===== src/rtl/dbg_guv_cmd_sched.sv =====
// dbg_guv_cmd_sched: command sequencer for the debug governor datapath.
// Accepts 32-bit commands (op/channel/count) and drives one per-channel
// drop/inject/pause/log enable for a counted number of beats (cycles for PAUSE).
// Optional feature macro: DBG_GUV_SCHED_TIMEOUT_EN adds a beat-starvation
// timeout that ends a stalled command with an err pulse.
module dbg_guv_cmd_sched #(
   parameter int NUM_CH         = 5,
   parameter int CNT_WIDTH      = 16,
   parameter int TIMEOUT_CYCLES = 1024
) (
   input  logic              clk,
   input  logic              rst,
   input  logic [31:0]       cmd_in_TDATA,
   input  logic              cmd_in_TVALID,
   output logic              cmd_in_TREADY,
   input  logic [NUM_CH-1:0] ch_beat,
   input  logic              abort,
   output logic [NUM_CH-1:0] drop_en,
   output logic [NUM_CH-1:0] inject_en,
   output logic [NUM_CH-1:0] pause_en,
   output logic [NUM_CH-1:0] log_en,
   output logic              busy,
   output logic              done,
   output logic              err
);

   typedef enum logic [1:0] {
      ST_IDLE   = 2'd0,
      ST_ACTIVE = 2'd1,
      ST_DONE   = 2'd2,
      ST_ERR    = 2'd3
   } state_t;

   localparam logic [3:0] OP_NOP    = 4'd0;
   localparam logic [3:0] OP_DROP   = 4'd1;
   localparam logic [3:0] OP_INJECT = 4'd2;
   localparam logic [3:0] OP_PAUSE  = 4'd3;
   localparam logic [3:0] OP_LOG    = 4'd4;
   localparam logic [4:0] NUM_CH_W  = 5'(NUM_CH);

   state_t                state_q, state_d;
   logic [3:0]            op_q, op_d;
   logic [3:0]            ch_q, ch_d;
   logic [CNT_WIDTH-1:0]  rem_q, rem_d;
   logic                  rdy_q, rdy_d;
   logic [NUM_CH-1:0]     drop_en_q, drop_en_d;
   logic [NUM_CH-1:0]     inject_en_q, inject_en_d;
   logic [NUM_CH-1:0]     pause_en_q, pause_en_d;
   logic [NUM_CH-1:0]     log_en_q, log_en_d;
   logic                  busy_q, busy_d;
   logic                  done_q, done_d;
   logic                  err_q, err_d;

   logic [3:0]            cmd_op;
   logic [3:0]            cmd_ch;
   logic                  cmd_illegal;
   logic                  accept;
   logic                  beat_sel;
   logic                  dec_evt;
   logic                  timeout_hit;
   logic [NUM_CH-1:0]     ch_onehot;

   assign cmd_op        = cmd_in_TDATA[31:28];
   assign cmd_ch        = cmd_in_TDATA[27:24];
   assign cmd_illegal   = (cmd_op > OP_LOG) || ({1'b0, cmd_ch} >= NUM_CH_W);
   // rdy_q keeps TREADY low while reset is held and for the release cycle
   assign cmd_in_TREADY = rdy_q && (state_q == ST_IDLE);
   assign accept        = cmd_in_TREADY && cmd_in_TVALID;
   assign dec_evt       = (op_q == OP_PAUSE) || beat_sel;
   assign rdy_d         = 1'b1;

   // Bits between the count field and the channel field carry no meaning
   generate
      if (CNT_WIDTH < 24) begin : g_unused_bits
         logic unused_cmd_bits;
         assign unused_cmd_bits = ^cmd_in_TDATA[23:CNT_WIDTH];
      end
   endgenerate

   // Select the beat strobe of the channel owned by the active command
   always_comb begin : beat_select
      beat_sel = 1'b0;
      for (int i = 0; i < NUM_CH; i++) begin
         if (ch_q == 4'(i)) beat_sel = ch_beat[i];
      end
   end

`ifdef DBG_GUV_SCHED_TIMEOUT_EN
   localparam int SW = $clog2(TIMEOUT_CYCLES + 1);
   logic [SW-1:0] starve_q, starve_d;

   // Starvation counter: cleared on entry and on each owned beat; PAUSE never starves
   always_comb begin : starve_comb
      starve_d = starve_q;
      if (state_q != ST_ACTIVE) starve_d = '0;
      else if (beat_sel) starve_d = '0;
      else if (op_q != OP_PAUSE) starve_d = starve_q + SW'(1);
   end

   assign timeout_hit = (op_q != OP_PAUSE) && !beat_sel &&
                        (starve_q == SW'(TIMEOUT_CYCLES - 1));

   // Starvation counter register
   always_ff @(posedge clk or negedge rst) begin
      if (!rst) starve_q <= '0;
      else      starve_q <= starve_d;
   end
`else
   localparam int unused_timeout_cycles = TIMEOUT_CYCLES;
   assign timeout_hit = 1'b0;
`endif

   // Next-state logic and command/remaining-count capture
   always_comb begin : next_state_comb
      state_d = state_q;
      op_d    = op_q;
      ch_d    = ch_q;
      rem_d   = rem_q;
      case (state_q)
         ST_IDLE: begin
            if (accept) begin
               op_d  = cmd_op;
               ch_d  = cmd_ch;
               rem_d = cmd_in_TDATA[CNT_WIDTH-1:0];
               if (cmd_illegal) state_d = ST_ERR;
               else if (cmd_op == OP_NOP || cmd_in_TDATA[CNT_WIDTH-1:0] == '0)
                  state_d = ST_DONE;
               else state_d = ST_ACTIVE;
            end
         end
         ST_ACTIVE: begin
            // Counter only moves while something is left, so it cannot wrap
            if (dec_evt && rem_q != '0) rem_d = rem_q - CNT_WIDTH'(1);
            if (abort) state_d = ST_DONE;
            else if (dec_evt && rem_q == CNT_WIDTH'(1)) state_d = ST_DONE;
            else if (timeout_hit) state_d = ST_ERR;
         end
         ST_DONE: state_d = ST_IDLE;
         ST_ERR:  state_d = ST_IDLE;
         default: state_d = ST_IDLE;
      endcase
   end

   // One-hot decode of the channel the next state will govern
   always_comb begin : ch_decode
      ch_onehot = '0;
      for (int i = 0; i < NUM_CH; i++) begin
         ch_onehot[i] = (ch_d == 4'(i));
      end
   end

   // Registered outputs are derived from the next state so they align with it
   always_comb begin : output_comb
      drop_en_d   = '0;
      inject_en_d = '0;
      pause_en_d  = '0;
      log_en_d    = '0;
      busy_d      = (state_d != ST_IDLE);
      done_d      = (state_d == ST_DONE);
      err_d       = (state_d == ST_ERR);
      if (state_d == ST_ACTIVE) begin
         case (op_d)
            OP_DROP:   drop_en_d   = ch_onehot;
            OP_INJECT: inject_en_d = ch_onehot;
            OP_PAUSE:  pause_en_d  = ch_onehot;
            OP_LOG:    log_en_d    = ch_onehot;
            default:   ;
         endcase
      end
   end

   // State register and captured command fields
   always_ff @(posedge clk or negedge rst) begin
      if (!rst) begin
         state_q <= ST_IDLE;
         op_q    <= OP_NOP;
         ch_q    <= '0;
         rem_q   <= '0;
         rdy_q   <= 1'b0;
      end else begin
         state_q <= state_d;
         op_q    <= op_d;
         ch_q    <= ch_d;
         rem_q   <= rem_d;
         rdy_q   <= rdy_d;
      end
   end

   // Output registers
   always_ff @(posedge clk or negedge rst) begin
      if (!rst) begin
         drop_en_q   <= '0;
         inject_en_q <= '0;
         pause_en_q  <= '0;
         log_en_q    <= '0;
         busy_q      <= 1'b0;
         done_q      <= 1'b0;
         err_q       <= 1'b0;
      end else begin
         drop_en_q   <= drop_en_d;
         inject_en_q <= inject_en_d;
         pause_en_q  <= pause_en_d;
         log_en_q    <= log_en_d;
         busy_q      <= busy_d;
         done_q      <= done_d;
         err_q       <= err_d;
      end
   end

   assign drop_en   = drop_en_q;
   assign inject_en = inject_en_q;
   assign pause_en  = pause_en_q;
   assign log_en    = log_en_q;
   assign busy      = busy_q;
   assign done      = done_q;
   assign err       = err_q;

endmodule


===== config.mk =====
export PLATFORM = sky130hd
export DESIGN_NAME = dbg_guv_cmd_sched
export DESIGN_NICKNAME = d
export VERILOG_FILES = /design/src/rtl/dbg_guv_cmd_sched.sv
export SDC_FILE = /design/constraint.sdc
export NUM_CORES = 1
export LEC_CHECK = 0
export ABC_AREA = 1
export CORE_MARGIN = 3
export CORE_UTILIZATION = 45
export DETAILED_ROUTE_END_ITERATION = 8
export PLACE_DENSITY = 0.82
export SYNTH_ARGS = -nofsm -noshare
export SYNTH_HDL_FRONTEND = slang
export SYNTH_SLANG_ARGS = --single-unit

===== constraint.sdc =====
create_clock -name clk -period 3.9 [get_ports clk]
set_input_delay 0.39 -clock clk [delete_from_list [all_inputs] [get_ports clk]]
set_output_delay 0.39 -clock clk [all_outputs]
set_load 0.01 [all_outputs]

==> flow_summary.json, run 1 <==
{
  "outcome": "complete, no violations",
  "n_antenna_cell": 0,
  "max-slew-margin-rel_pct": 57.82,
  "floorplan.initialDensity_pct": 48.04,
  "root_buffer": "clkbuf_8",
  "ioPinCount": 65,
  "post-route-period-util_pct": 52.29,
  "synth_enable_flop_cells": 0,
  "skew_ps": 7.407,
  "wl_per_cell_um": 12.81,
  "cts_buffers": 5,
  "pwr-share-seq_pct": 46.2,
  "rsz0062_at_grt": "false",
  "portBuffers": 56,
  "multi_input_area_sq_mm": 0.001099,
  "cts_tree": "done",
  "p_int_mw": 0.9751,
  "regArea_sq_mm": 0.001251,
  "final_cells": 447,
  "vias": 2247,
  "synthToLayoutAreaGrowth_pct": 28.00,
  "avgSynthCellArea_sq_um": 8.011,
  "end_kind": "register",
  "hold_viol": 0,
  "clk_pin_slew_ps": 80,
  "via_per_inst": 5.027,
  "drive_gt1_share_pct": 8.223,
  "drc_errors": 0,
  "placedCellCount": 439,
  "arrival_ps": 2220,
  "period_minus_slack_ps": 2039,
  "crit_type": "in2reg",
  "worstPathMaxFanout": 28,
  "drt_iter0_markers": 162,
  "row_count": 26,
  "cts_resized": 0,
  "ant_nets": 0,
  "switching_share_pct": 37.82,
  "netlist_instances": 318,
  "setup_viol_count_final": 0,
  "drv_slew": 0,
  "synth.distinct_cells": 33,
  "p_switching_mw": 0.5931,
  "tns_ps": 0,
  "synth_nets": 362,
  "globalRouteMet1Util_pct": 24.34,
  "hold_class": "in2async",
  "grtUsageMet2_pct": 31.20,
  "synthArstFlopShare_pct": 100.0,
  "cts_hold_buf": 0,
  "fmax_mhz": 490.3,
  "gp_congestion": 0.8333,
  "vdd_drop_max_mv": 0.2207,
  "firstDrtPassIters": 4,
  "clockPowerShare_pct": 19.9,
  "worstPathRequired_ps": 4090,
  "die_h_um": 81.24,
  "power_mw": 1.568,
  "synth-seq-cells": 50,
  "grt_busiest_layer": "met2",
  "dieArea_sq_mm": 0.006600,
  "fillCellCount": 448,
  "grt_max_degree": 51,
  "cts.sinks": 50,
  "pwr_density_cell_mw_per_mm2": 480.9,
  "antenna_found_initial": 0,
  "final_nets": 420,
  "grt_use_total_pct": 18.58,
  "startpoint_type": "primary input",
  "syn_area_sq_mm": 0.002547,
  "cap_viol_max_count": 0,
  "clk_path_buf_depth": 2,
  "die_w_um": 81.24,
  "mostFrequentLayoutCell": "nand2_1",
  "tightest_slew_ps": 632.7,
  "cellLeakagePower_nw": 1.523,
  "cts-htree-levels": 2,
  "post_cts_buffers": 0,
  "yosysSeqAreaShare_pct": 49.12,
  "wl_um": 5728,
  "layout_common_cells": "nand2_1 (69), nor2_1 (56), clkdlybuf4s50_1 (55)",
  "ys.flop_type": "dfrtp_1",
  "coreArea_sq_mm": 0.005303,
  "power_frac_comb_pct": 33.9,
  "worstSkewPairLatency_ps": 300,
  "synth_warnings": 0,
  "grt_pass1_vias": 2126,
  "grt_pass1_wl_um": 9515,
  "dp_hpwl_um": 4313,
  "grt_use_met3_pct": 4.102,
  "gr-total-overflow": 0
}
==> through the flow <==
stage          hold WS [ps]  setup WS (ps)  instance area, sq um  utilization (%)
2_1_floorplan         94.41           2220                  2547                -
3_3_place_gp          512.9           1572                  3166            59.70
3_5_place_dp          520.0           1556                  3166            59.70
4_1_cts               198.1           1868                  3261            61.49
5_1_grt               237.7           1592                  3261            61.49
6_report              183.2           1861                  3261            61.49
==> synthesized netlist by cell type, drive strengths merged, types with 2 or more instances <==
cell    number  area (sq um)
nand4        7         56.30
clkbuf       3         11.26
nor2        58         227.7
a21oi        9         45.04
o21ai       33         198.9
buf          4         28.78
nand3       18         90.09
nand2       72         282.8
inv         42         157.6
ha           3         37.54
o221ai       2         17.52
nor4         2         25.02
a31oi        3         18.77
o211ai       2         15.01
nor3         2         21.27
dfrtp       50          1251
xor2         3         26.28
==> power groups by stage <==
| stage | clock (mW) | sequential (mW) | combinational, mW |
|---|---|---|---|
| CTS | 0.320 | 0.721 | 0.532 |
| global route | 0.341 | 0.741 | 0.616 |
| floorplan | 0 | 0.713 | 0.392 |
| global placement | 0 | 0.724 | 0.511 |
| detailed placement | 0 | 0.731 | 0.529 |
| finish | 0.312 | 0.725 | 0.532 |
==> worst max-delay path, cell delays in order <==
cell and delay (ps):
clkdlybuf4s50_1 480, nand2_1 60, nand3_1 60, nand2_1 40
o21ai_0 230, nand3_1 120, nand2_2 390, inv_1 210
a21oi_1 150, o21ai_0 80
==> sequential cells by signal (all words and copies together), names as in the netlist, 2 cells and up <==
signal,count
op_q,4
ch_q,4
inject_en,5
pause_en,5
rem_q,16
drop_en,5
state_q,2
log_en,5
==> metal layers <==
layer,vias up,share of wire (%)
li1,1133,-
met2,60,49
met1,1049,45
met5,-,0
met3,5,5.1
met4,0,0.80
==> kinds of logic after synthesis <==
kind of cell               Yosys count  share of synthesized area, %
adders and majority gates            3                         1.474
buffers and inverters               49                         7.760
other                                1                        0.1472
AOI/OAI and AO/OA                   52                         12.43
xor gates and xnor gates             3                         1.032
and+or+nand+nor                    160                         28.04
DFF                                 50                         49.12
==> final timing paths <==
| kind | to | slack [ps] | depth (start not counted) | startpoint |
|---|---|---|---|---|
| setup / recovery | rem_q[3] | 1860 | 10 | ch_beat[0] |
| hold / removal | rem_q[9] | 180 | 2 | rst |
| setup reg to reg | rem_q[14] | 1890 | 11 | rem_q[0] |
| hold reg to reg | rem_q[5] | 540 | 2 | rem_q[5] |
| max in group asynchronous | drop_en[0] | 3290 | 2 | rst |
| min in group clk | rem_q[5] | 540 | 2 | rem_q[5] |
==> cell type report <==
type | count | share of cell area, %
Clock buffer | 7 | 2.648
Clock inverter | 1 | 0.2686
Inverter | 42 | 4.835
Multi-Input combinational cell | 219 | 33.69
Sequential cell | 50 | 38.37
Tap cell | 70 | 2.686
Timing Repair Buffer | 58 | 17.50
Note: power is estimated with default switching activity, not from simulation.
==> inputs of run 2 (changes only) <==
CORE_UTILIZATION = 44   (was 45)
PLACE_DENSITY = 0.84   (was 0.82)
clock period = 1.7 ns   (was 3.9 ns; I/O delays follow)
==> flow_summary.json, run 2 (synthesis gave the netlist of run 1 again) <==
{
  "outcome": "complete, but fails checks",
  "violations": "negative setup slack",
  "p_int_mw": 3.074,
  "cts_tree": "done",
  "via_per_inst": 5.563,
  "cap_viol_max_count": 0,
  "mostFrequentLayoutCell": "buf_4",
  "power_frac_comb_pct": 49.8,
  "clk_pin_slew_ps": 100,
  "placed_area_sq_mm": 0.003516,
  "row_count": 27,
  "multi_input_area_sq_mm": 0.001479,
  "drv_slew": 0,
  "rsz0062_at_grt": "true",
  "portBuffers": 56,
  "critPathLaunch": "rdy_q",
  "fmax_mhz": 531.1,
  "regArea_sq_mm": 0.001251,
  "r2r_start": "rdy_q",
  "worstPathRequired_ps": 1940,
  "pwr-share-seq_pct": 32.5,
  "pwr_density_cell_mw_per_mm2": 1207,
  "dp_slack_ps": -198.2,
  "period_minus_slack_ps": 1883,
  "crit_type": "reg2reg",
  "hold_class": "in2reg",
  "gr-total-overflow": 0,
  "drive_gt1_share_pct": 38.39,
  "clockPowerShare_pct": 17.7,
  "vdd_drop_max_mv": 0.6243,
  "cts-htree-levels": 2,
  "stdcell_area_sq_mm": 0.004337,
  "utilization_pct": 78.27,
  "hold_viol": 0,
  "n_antenna_cell": 0,
  "final_nets": 491,
  "clk_path_buf_depth": 2,
  "tns_ps": -2887,
  "grt_pass1_vias": 2572,
  "grt_pass1_wl_um": 11180,
  "firstDrtPassIters": 7,
  "drt_iter0_markers": 280,
  "ant_nets": 0,
  "min-delay-start": "cmd_in_TDATA[9]",
  "floorplan.initialDensity_pct": 45.98,
  "setup_ws_ps": -182.9,
  "wl_per_cell_um": 18.58,
  "skew_ps": 7.722,
  "largest_reg_flops": 16,
  "antenna_found_initial": 0,
  "ioPinCount": 65,
  "dieArea_sq_mm": 0.006739,
  "synthToLayoutAreaGrowth_pct": 70.24,
  "p_switching_mw": 2.161,
  "grt_max_degree": 51,
  "vias": 2893,
  "die_w_um": 82.09,
  "worstPathMaxFanout": 6,
  "fillCellCount": 367,
  "grt_use_total_pct": 21.65,
  "cts.sinks": 50,
  "die_h_um": 82.09,
  "root_buffer": "clkbuf_8",
  "max-slew-margin-rel_pct": 56.64,
  "wl_um": 9659,
  "end_kind": "register",
  "setup_viol_count_final": 35,
  "dp_hpwl_um": 4874,
  "worstSkewPairLatency_ps": 310,
  "gp_congestion": 0.8425,
  "regMostFlops": "rem_q",
  "cts_buffers": 5,
  "drc_errors": 0,
  "startpoint_type": "register",
  "post-route-period-util_pct": 110.8,
  "tightest_slew_ps": 650.5,
  "arrival_ps": 2120,
  "layout_common_cells": "buf_4 (57), clkdlybuf4s50_1 (54), nand2_1 (52)",
  "cellLeakagePower_nw": 1.990,
  "switching_share_pct": 41.29,
  "coreArea_sq_mm": 0.005540,
  "holdWs_ps": 467.0
}
-- run 2: changes by cell type in the layout (fill, tap and decap cells not counted), sizes merged --
cell and change:
clkinvlp +1, dlygate4sd2 +1, clkbuf +2, buf +67
clkdlybuf4s50 -1, dlygate4sd3 +1, bufinv +1, inv -1
-- run 2: repair_timing --
action	in CTS	in global routing
setup endpoints to repair	30	40
cloned	0	3
pin swaps	8	39
endpoints found under the hold margin	50	0
hold buffers	1	0
buffers inserted	4	21
gates resized for setup	19	112
-- run 2: cell type report --
cell class	instances	area share (%)
multi-input cells	219	34.10
flip-flops and latches	50	28.85
repair buffers	129	28.33
inverters	42	3.837
well taps	72	2.077
clock buffers	6	1.904
clock inverters	2	0.8944
-- run 2: layer usage --
metal  wire length [um]  vias up  track usage [%]
met5                  0        -                0
met4                352        0            8.638
met3                623       39            4.121
met2               5182      175            39.26
met1               3501     1402            25.00
li1                   -     1277                -
-- run 2: final timing paths --
kind                              endpoint  slack [ps]  depth (start not counted)
worst max-delay path            drop_en[0]        -180                          8
worst min-delay path              rem_q[9]         470                          3
worst max register to register  drop_en[0]        -180                          8
worst min register to register    rem_q[5]         560                          2
max in group asynchronous          op_q[3]         770                          3
min in group asynchronous         rem_q[2]         490                          3
-- run 2: power by group through the flow --
stage | clock network [mW] | logic (mW) | registers, mW
after floorplan | 0 | 0.900 | 1.64
after global placement | 0 | 1.53 | 1.64
after detailed placement | 0 | 1.60 | 1.65
after CTS | 0.917 | 1.70 | 1.64
after global routing | 0.974 | 2.79 | 1.72
final | 0.924 | 2.61 | 1.70
-- run 2: through the flow --
step	power, mW	cells
3_3_place_gp	3.165	484
3_5_place_dp	3.252	484
2_1_floorplan	2.536	318
6_report	5.235	520
5_1_grt	5.485	520
4_1_cts	4.257	497
-- run 2: worst max-delay path, cell delays in order, from the launching register on --
cell     delay [ps]
dfrtp_1         360
inv_1            70
nor3_4          250
nand2_4         140
buf_6           160
o21ai_4         260
and3_4          270
nand4_4         140
nor2_1          160
==> inputs of run 3 (changes only) <==
SLEW_MARGIN = 30   (was default)
==> results of run 3 <==
No change in the layout: final DEF, timing and power equal those of run 2.
